`config.mk`:
```
export PLATFORM = sky130hd
export DESIGN_NAME = mem_arbiter
export DESIGN_NICKNAME = d
export VERILOG_FILES = /design/src/rtl/mem_arbiter_pkg.sv /design/src/rtl/mem_arbiter_rr_pick2.sv /design/src/rtl/mem_arbiter.sv
export SDC_FILE = /design/constraint.sdc
export NUM_CORES = 1
export LEC_CHECK = 0
export ABC_AREA = 1
export CAP_MARGIN = 10
export CELL_PAD_IN_SITES_DETAIL_PLACEMENT = 0
export CELL_PAD_IN_SITES_GLOBAL_PLACEMENT = 2
export CORE_MARGIN = 4
export CORE_UTILIZATION = 13
export CTS_BUF_LIST = sky130_fd_sc_hd__clkbuf_4
export DETAILED_ROUTE_END_ITERATION = 6
export PLACE_DENSITY = 0.92
export SLEW_MARGIN = 0
export SYNTH_ARGS = -nofsm -noshare
export SYNTH_HDL_FRONTEND = slang
export SYNTH_HIERARCHICAL = 1
export SYNTH_SLANG_ARGS = --single-unit
```
`constraint.sdc`:
```
create_clock -name clk -period 2.7 [get_ports clk]
set_clock_uncertainty 0.05 [all_clocks]
set_input_delay 0.54 -clock clk [delete_from_list [all_inputs] [get_ports clk]]
set_output_delay 0.54 -clock clk [all_outputs]
set_load 0.005 [all_outputs]
```
`src/rtl/mem_arbiter_pkg.sv`:
```
// Shared defaults and FSM state encoding for the two-port memory arbiter.
package mem_arbiter_pkg;

  localparam int ADDR_W_DEF    = 6;
  localparam int DATA_W_DEF    = 8;
  localparam int MAX_BURST_DEF = 4;

  typedef enum logic [1:0] {
    IDLE   = 2'd0,
    SERVE0 = 2'd1,
    SERVE1 = 2'd2
  } state_e;

endpackage

```
`src/rtl/mem_arbiter_rr_pick2.sv`:
```
// Two-way pick: the current owner keeps the port until its burst cap is hit
// while the other side waits; otherwise ties go to the side not served last.
module rr_pick2
  import mem_arbiter_pkg::*;
#(
  parameter int MAX_BURST = MAX_BURST_DEF,
  parameter int CNT_W     = 3
) (
  input  logic             valid0,
  input  logic             valid1,
  input  state_e           owner,
  input  logic [CNT_W-1:0] beat_cnt,
  input  logic             last,
  output logic             gnt0,
  output logic             gnt1
);

  logic under_cap;
  logic hold0;
  logic hold1;

  always_comb begin
    under_cap = beat_cnt < CNT_W'(MAX_BURST);
    hold0     = (owner == SERVE0) && valid0 && (under_cap || !valid1);
    hold1     = (owner == SERVE1) && valid1 && (under_cap || !valid0);
    gnt0      = 1'b0;
    gnt1      = 1'b0;
    if (hold0) begin
      gnt0 = 1'b1;
    end else if (hold1) begin
      gnt1 = 1'b1;
    end else if (valid0 && valid1) begin
      gnt0 = last;
      gnt1 = !last;
    end else begin
      gnt0 = valid0;
      gnt1 = valid1;
    end
  end

endmodule

```
`src/rtl/mem_arbiter.sv`:
```
// Arbitrates two requesters onto a single-port synchronous memory with
// burst capping and a fixed one-cycle read response pipeline.
module mem_arbiter
  import mem_arbiter_pkg::*;
#(
  parameter int ADDR_W    = ADDR_W_DEF,
  parameter int DATA_W    = DATA_W_DEF,
  parameter int MAX_BURST = MAX_BURST_DEF
) (
  input  logic              clk,
  input  logic              rst_n,
  input  logic              req0_valid,
  input  logic              req0_we,
  input  logic [ADDR_W-1:0] req0_addr,
  input  logic [DATA_W-1:0] req0_wdata,
  output logic              req0_ready,
  output logic              rsp0_valid,
  output logic [DATA_W-1:0] rsp0_rdata,
  input  logic              req1_valid,
  input  logic              req1_we,
  input  logic [ADDR_W-1:0] req1_addr,
  input  logic [DATA_W-1:0] req1_wdata,
  output logic              req1_ready,
  output logic              rsp1_valid,
  output logic [DATA_W-1:0] rsp1_rdata,
  output logic              mem_ren_n,
  output logic              mem_wen_n,
  output logic [ADDR_W-1:0] mem_addr,
  output logic [DATA_W-1:0] mem_din,
  input  logic [DATA_W-1:0] mem_dout
);

  localparam int CNT_W = $clog2(MAX_BURST + 1);

  state_e           state_q, state_d;
  logic [CNT_W-1:0] beat_q, beat_d;
  logic             last_q, last_d;
  logic             rsp0_valid_q, rsp0_valid_d;
  logic             rsp1_valid_q, rsp1_valid_d;

  logic              gnt0, gnt1, gnt_any, owner_hit;
  logic              g_we;
  logic [ADDR_W-1:0] g_addr;
  logic [DATA_W-1:0] g_wdata;

  // Requests are masked during reset so no ready or memory strobe can escape.
  rr_pick2 #(
    .MAX_BURST (MAX_BURST),
    .CNT_W     (CNT_W)
  ) u_pick (
    .valid0   (req0_valid & rst_n),
    .valid1   (req1_valid & rst_n),
    .owner    (state_q),
    .beat_cnt (beat_q),
    .last     (last_q),
    .gnt0     (gnt0),
    .gnt1     (gnt1)
  );

  always_comb begin
    gnt_any   = gnt0 | gnt1;
    g_we      = gnt1 ? req1_we    : req0_we;
    g_addr    = gnt1 ? req1_addr  : req0_addr;
    g_wdata   = gnt1 ? req1_wdata : req0_wdata;
    owner_hit = ((state_q == SERVE0) && gnt0) || ((state_q == SERVE1) && gnt1);

    mem_ren_n = 1'b1;
    mem_wen_n = 1'b1;
    mem_addr  = '0;
    mem_din   = '0;
    if (gnt_any) begin
      mem_addr = g_addr;
      if (g_we) begin
        mem_wen_n = 1'b0;
        mem_din   = g_wdata;
      end else begin
        mem_ren_n = 1'b0;
      end
    end

    state_d = IDLE;
    beat_d  = '0;
    last_d  = last_q;
    if (gnt_any) begin
      state_d = gnt1 ? SERVE1 : SERVE0;
      last_d  = gnt1;
      beat_d  = (owner_hit && (beat_q < CNT_W'(MAX_BURST))) ? beat_q + 1'b1 : CNT_W'(1);
    end

    rsp0_valid_d = gnt0 & ~req0_we;
    rsp1_valid_d = gnt1 & ~req1_we;
  end

  always_ff @(posedge clk or negedge rst_n) begin
    if (!rst_n) begin
      state_q      <= IDLE;
      beat_q       <= '0;
      last_q       <= 1'b1;
      rsp0_valid_q <= 1'b0;
      rsp1_valid_q <= 1'b0;
    end else begin
      state_q      <= state_d;
      beat_q       <= beat_d;
      last_q       <= last_d;
      rsp0_valid_q <= rsp0_valid_d;
      rsp1_valid_q <= rsp1_valid_d;
    end
  end

  assign req0_ready = gnt0;
  assign req1_ready = gnt1;
  assign rsp0_valid = rsp0_valid_q;
  assign rsp1_valid = rsp1_valid_q;
  assign rsp0_rdata = rsp0_valid_q ? mem_dout : '0;
  assign rsp1_rdata = rsp1_valid_q ? mem_dout : '0;

endmodule

```
==> results of run 1 <==
==> cell type report <==
cell class,instances,area share [%]
clock buffer,4,1.74
inverter,33,7.33
multi-input combinational,82,26.9
sequential,8,11.7
tap,72,5.23
timing repair buffer,91,47.1
==> synthesized netlist by cell type (2+ instances only) <==
library cell                n
sky130_fd_sc_hd__a22o_1     6
sky130_fd_sc_hd__clkbuf_1   3
sky130_fd_sc_hd__inv_2      2
sky130_fd_sc_hd__nor2_1     4
sky130_fd_sc_hd__nand2_2    2
sky130_fd_sc_hd__a21oi_1    8
sky130_fd_sc_hd__inv_1     30
sky130_fd_sc_hd__buf_4      2
sky130_fd_sc_hd__nand2_1   52
sky130_fd_sc_hd__dfrtp_1    7
==> timing repair <==
action | CTS | global route
gates resized for setup | 84 | 5
endpoints found under the setup margin | 18 | 16
pin swaps | 9 | 4
buffers inserted | 5 | 1
gates cloned | 1 | 0
==> worst paths after layout <==
kind | cells after the start | endpoint | slack [ns]
min in group clk | 2 | last_q | 0.42
min reg2reg | 2 | last_q | 0.42
min | 2 | state_q[1] | 0.30
max reg2reg | 11 | beat_q[0] | 1.14
max in group asynchronous | 2 | last_q | 2.08
max | 12 | mem_din[0] | 0.17
==> state kept, by name, summed over array words and instances, names as in the netlist <==
signal	flops
last_q	1
rsp0_valid	1
rsp1_valid	1
beat_q	3
state_q	2
==> critical path, stage by stage <==
cell,delay [ns]
sky130_fd_sc_hd__dlygate4sd2_1,0.25
sky130_fd_sc_hd__nand2_1,0.08
sky130_fd_sc_hd__inv_2,0.05
sky130_fd_sc_hd__nand2_1,0.05
sky130_fd_sc_hd__nand2_1,0.08
sky130_fd_sc_hd__nor2_4,0.12
sky130_fd_sc_hd__a21oi_4,0.06
sky130_fd_sc_hd__buf_4,0.15
sky130_fd_sc_hd__o21ai_4,0.21
sky130_fd_sc_hd__nand2_4,0.11
sky130_fd_sc_hd__a21oi_1,0.12
sky130_fd_sc_hd__buf_2,0.12
==> power breakdown <==
part | leakage (nW) | switching, mW | internal, mW
clock network | 0.0184 | 0.0399 | 0.0665
registers | 0.104 | 0.0112 | 0.133
logic | 0.788 | 0.0996 | 0.141
total | 0.910 | 0.151 | 0.340
==> stage by stage <==
stage,hold WS [ns],instance area (um2)
final,0.302,1720
after floorplan,0.194,762
after CTS,0.294,1700
after global routing,0.306,1720
after global placement,0.415,1650
after detailed placement,0.422,1650
==> cells in the final DEF, fill, tap and decap left out, types with 5 or more instances in the layout <==
cell                              synthesis  final
sky130_fd_sc_hd__buf_2                    0     15
sky130_fd_sc_hd__dfrtp_1                  7      7
sky130_fd_sc_hd__a22o_1                   6      6
sky130_fd_sc_hd__nand2_2                  2      5
sky130_fd_sc_hd__buf_4                    2     11
sky130_fd_sc_hd__inv_1                   30     28
sky130_fd_sc_hd__clkdlybuf4s50_1          0     56
sky130_fd_sc_hd__a21oi_2                  1      7
sky130_fd_sc_hd__nand2_1                 52     48
==> metal layers <==
| layer | track usage [%] | part of all wire, % | vias to the layer above |
|---|---|---|---|
| met1 | 8.49 | 39 | 476 |
| li1 | - | - | 559 |
| met5 | 0 | 0 | - |
| met2 | 13.7 | 50 | 45 |
| met4 | 3.45 | 0.95 | 0 |
| met3 | 2.45 | 10 | 2 |
==> kinds of logic (layout without fill, tap and decap cells) <==
| family | count (synthesis) | count (layout) |
|---|---|---|
| and+or+nand+nor | 63 | 64 |
| buffers and inverters | 39 | 128 |
| AOI/OAI and AO/OA | 17 | 17 |
| DFF | 8 | 8 |
| adders and majority gates | 1 | 1 |
==> results.cfg, run 1 <==
[yosys]
synthesis.yosys.warnings = 6
synth-seq-cells = 8
post_synth_fa_ha_maj_area_fraction_pct = 1.64
synth_edf_count = 0
post_synth_and_or_nand_nor_area_fraction_pct = 34.3
syn_nets = 171
synth_sequential_area_ratio_pct = 26.4
synth_top_area_share_pct = 25.6
post_synth_num_cell_types = 22
postSynthAreaPerCell_um2 = 5.95
synth_top_cell_by_area = sky130_fd_sc_hd__nand2_1
largest_family_of_logic_cells_by_synthesized_area = simple AND/OR/NAND/NOR gates
synth_top_cells_by_area = sky130_fd_sc_hd__nand2_1 26%, sky130_fd_sc_hd__dfrtp_1 23%, sky130_fd_sc_hd__inv_1 15%, sky130_fd_sc_hd__a22o_1 6.9%, sky130_fd_sc_hd__a21oi_1 5.3%
postSynth.asyncResetShare_pct = 100
share_of_the_synthesized_area_in_compound_gates_ao_oa_aoi_oai_pct = 16.4
synthMuxAreaShare_pct = 0
postSynthCellCount = 128
top_ff_cell_synth = sky130_fd_sc_hd__dfrtp_1
yosys.area_share.xor_xnor_pct = 0
cell_area_after_synthesis_um2 = 762

[global_route]
global_route_total_usage_across_every_layer_pct = 7.79
grt_antenna_before_repair = 0
grt_first_pass_wirelength_mm = 4.58
grt_pass1_vias = 1034
overflow = 0
maximum_number_of_pins_on_one_net_before_global_route_repair = 10

[floorplan]
start_util_pct = 13.6
io_pins = 78
die-width_um = 84.6
dieHeight_um = 84.6
rows = 27
dieArea_um2 = 7150
core_area_um2 = 5610

[place]
dp_cells = 280
pre_cts_ws_ns = -0.494
io_buffer_count = 77
hpwl_mm = 2.39
gp_congestion = 0.745

[detailed_routing]
finalWirelength_mm = 2.85
route.detailed.drc = 0
wl_per_cell_um = 9.84
detail_route.first_pass.iterations = 2
drtIter0Drc = 12
final_antenna_net_count = 0
detailroute.via_count = 1082
vias_per_cell = 3.73

[timing]
setup_viol_count_final = 0
worst-slew-pin-transition_ns = 0.311
timing.final.crit_share_pct = 93.9
setup_tns_ns = 0
rsz0062_at_grt = no
slew_viol_final = 0
fin_crit_ns = 2.53
fin_ws_ns = 0.165
hold_fails_final_rpt = 0
headroom_to_the_max_slew_limit_pct = 79.3
fmaxAchievable_mhz = 395

[clocking]
clk_pin_slew_ns = 0.06
cts.sink_count = 8
root_buffer = sky130_fd_sc_hd__clkbuf_4
cts_made_buffers = 3
clock_insertion_delay_worst_skew_ns = 0.25
max-clock-path-buffers = 2
cts.htree.levels = 1
clock_tree_from_tritoncts = yes
holdBufCountCts = 0

[setup_path]
timing_worst_setup_path_type = input port to output pin
start_kind = input port
worst_ep_arrival_time_ns = 1.94
critical_path_end_type = output pin
r2r-start = state_q[1]
worst_setup_path_startpoint = rst_n
highest_fanout_seen_on_the_critical_path = 5
worst-endpoint-required_ns = 2.11

[layout]
fillerInstances = 641
finalNetCount = 262
drive_gt1_share_pct = 26.1
finish.cell_count_without_fillers = 290
multi_input_area_um2 = 464
area_delta_synth_final_pct = 126
finalCoreUtilization_pct = 30.7
ff_latch_area_um2 = 201
antenna-diode-count = 0

[run_status]
status = finished, final reports clean

[pwr]
max-vdd-ir-drop_mv = 0.108
power.density_nw_per_um2 = 285
power_mw = 0.491
p_leak_nw = 0.910

[flow_run]
maxCapViolations = 0

[min_path]
worstHoldPathType = input port to asynchronous set/reset pin
Power figures use the tool's default switching activity.
==> run 2: changes to the inputs <==
--- a/config.mk
+++ b/config.mk
@@ -10,9 +10,10 @@
 export CELL_PAD_IN_SITES_DETAIL_PLACEMENT = 0
 export CELL_PAD_IN_SITES_GLOBAL_PLACEMENT = 2
 export CORE_MARGIN = 4
-export CORE_UTILIZATION = 13
+export CORE_UTILIZATION = 29
 export CTS_BUF_LIST = sky130_fd_sc_hd__clkbuf_4
 export DETAILED_ROUTE_END_ITERATION = 6
+export DONT_BUFFER_PORTS = 1
 export PLACE_DENSITY = 0.92
 export SLEW_MARGIN = 0
 export SYNTH_ARGS = -nofsm -noshare
==> run 2 against run 1 <==
Against the previous run: critical path depth fell by 2; global-route usage rose by 2.6 points; largest cell class is now multi-input gates; setup slack improved by 0.17 ns; register-to-register slack improved by 0.12 ns; hold slack got worse by 0.22 ns; die area fell by 51%; highest routed layer unchanged; critical path type unchanged; wire length fell by 33%; sequential cell count did not move; maximum frequency rose by 7.2%; via count fell by 30%; non-clock buffer count fell by 88.
==> results.cfg, run 2 (synthesis gave the netlist of run 1 again) <==
[floorplan]
core_area_um2 = 2500
dieHeight_um = 59.3
dieArea_um2 = 3510
start_util_pct = 30.5
rows = 18
io_pins = 78
die-width_um = 59.3

[clocking]
clock_tree_from_tritoncts = yes
cts_made_buffers = 3
cts.sink_count = 8
max-clock-path-buffers = 2
clk_pin_slew_ns = 0.05
clock_insertion_delay_worst_skew_ns = 0.25
cts.htree.levels = 1
root_buffer = sky130_fd_sc_hd__clkbuf_4

[setup_path]
highest_fanout_seen_on_the_critical_path = 16
critPathSlowestCell = sky130_fd_sc_hd__a21oi_2
r2r-start = last_q
worst_ep_arrival_time_ns = 1.77
ff2ff_setup_slack_ns = 1.26
critical_path_end_type = output pin
timing_worst_setup_path_type = input port to output pin
worst-endpoint-required_ns = 2.11
critical-path-max-stage-delay_ns = 0.30
start_kind = input port
rr_worst_depth = 9
crit_chain = nand2_1 > inv_1 > nand2_1 > clkinv_1 > nand3_2 > a21oi_2 > buf_4 > o21ai_4 > nand2_4 > buf_4
timing.rr.end = beat_q[0]

[pwr]
power.density_nw_per_um2 = 427
p_leak_nw = 0.519
max-vdd-ir-drop_mv = 0.266
power_mw = 0.349

[layout]
drive_gt1_share_pct = 12.4
finish.cell_count_without_fillers = 159
largest_reg_flops = 3
fillerInstances = 256
finalCoreUtilization_pct = 32.7
most_flops_register = beat_q
finalNetCount = 173
final_common_cell = sky130_fd_sc_hd__nand2_1
area_delta_synth_final_pct = 7.22
final_area_um2 = 817
antenna-diode-count = 0
largest_registers = beat_q: 3 flops, state_q: 2 flops
layout.cells.most_common_list = 52 x sky130_fd_sc_hd__nand2_1, 30 x sky130_fd_sc_hd__inv_1, 8 x sky130_fd_sc_hd__a21oi_1

[global_route]
grt_pass1_vias = 696
global_route_total_usage_across_every_layer_pct = 10.4
global_route.peak_usage_layer = met2
grtUsageMet1_pct = 10.4
grt_antenna_before_repair = 0
grtUsageMet2_pct = 20.3
overflow = 0
maximum_number_of_pins_on_one_net_before_global_route_repair = 17
grt_first_pass_wirelength_mm = 2.83
grtUsageMet3_pct = 2.61

[place]
dp_cells = 154
hpwl_mm = 1.64
io_buffer_count = 0
gp_congestion = 0.736
placedInstanceArea_um2 = 777

[flow_run]
maxCapViolations = 0

[detailed_routing]
vias_per_cell = 4.74
detail_route.first_pass.iterations = 3
wl_per_cell_um = 12.0
final_antenna_net_count = 0
finalWirelength_mm = 1.90
route.detailed.drc = 0
detailroute.via_count = 753
drtIter0Drc = 6

[timing]
hold_fails_final_rpt = 0
setup_viol_count_final = 0
headroom_to_the_max_slew_limit_pct = 78.9
fin_crit_ns = 2.36
slew_viol_final = 0
fmaxAchievable_mhz = 423
worst-slew-pin-transition_ns = 0.317
setup_tns_ns = 0
timing.final.crit_share_pct = 87.6
rsz0062_at_grt = no

[min_path]
worstHoldPathType = input port to asynchronous set/reset pin

[run_status]
status = finished, final reports clean
[run 2: final cells by class]
type                    count  area [um2]  area share, %
repair buffers              3        25.0           3.06
multi-input cells          81         399           48.9
inverters                  33         124           15.2
flip-flops and latches      8         201           24.7
clock buffers               4        30.0           3.68
well taps                  30        37.5           4.59
[run 2: critical path: cells and delay by family]
kind	cells	cell delay, ns
buf+inv	4	0.56
simple gates	4	0.27
compound gates	2	0.39
[run 2: per-layer routing]
metal,wire (um),vias to the layer above
li1,-,377
met1,741,318
met2,938,56
met3,202,2
met4,20,0
met5,0,-
[run 2: where the power goes]
group          switching (mW)  internal, mW
logic                  0.0634        0.0348
registers             0.00976         0.133
clock network          0.0418        0.0666
[run 2: worst max path at each step]
stage	startpoint	to	cells after the start
after floorplan	req1_valid	mem_din[0]	11
after global placement	req1_valid	mem_wen_n	10
after detailed placement	req1_valid	mem_wen_n	10
after CTS	req1_valid	mem_wen_n	10
after global routing	req1_valid	mem_din[7]	10
final	req1_valid	mem_wen_n	10
[run 2: repair_timing]
action / CTS / global route
hold endpoints to repair: 7 / 0
resized for setup: 0 / 0
setup buffers: 0 / 0
hold buffers: 1 / 0
[run 2: metrics by stage]
| stage | hold WS [ns] | setup WS [ns] |
|---|---|---|
| 2_1_floorplan | 0.194 | 0.592 |
| 3_3_place_gp | 0.195 | 0.378 |
| 3_5_place_dp | 0.195 | 0.325 |
| 4_1_cts | 0.0702 | 0.317 |
| 5_1_grt | 0.0603 | 0.126 |
| 6_report | 0.0772 | 0.336 |
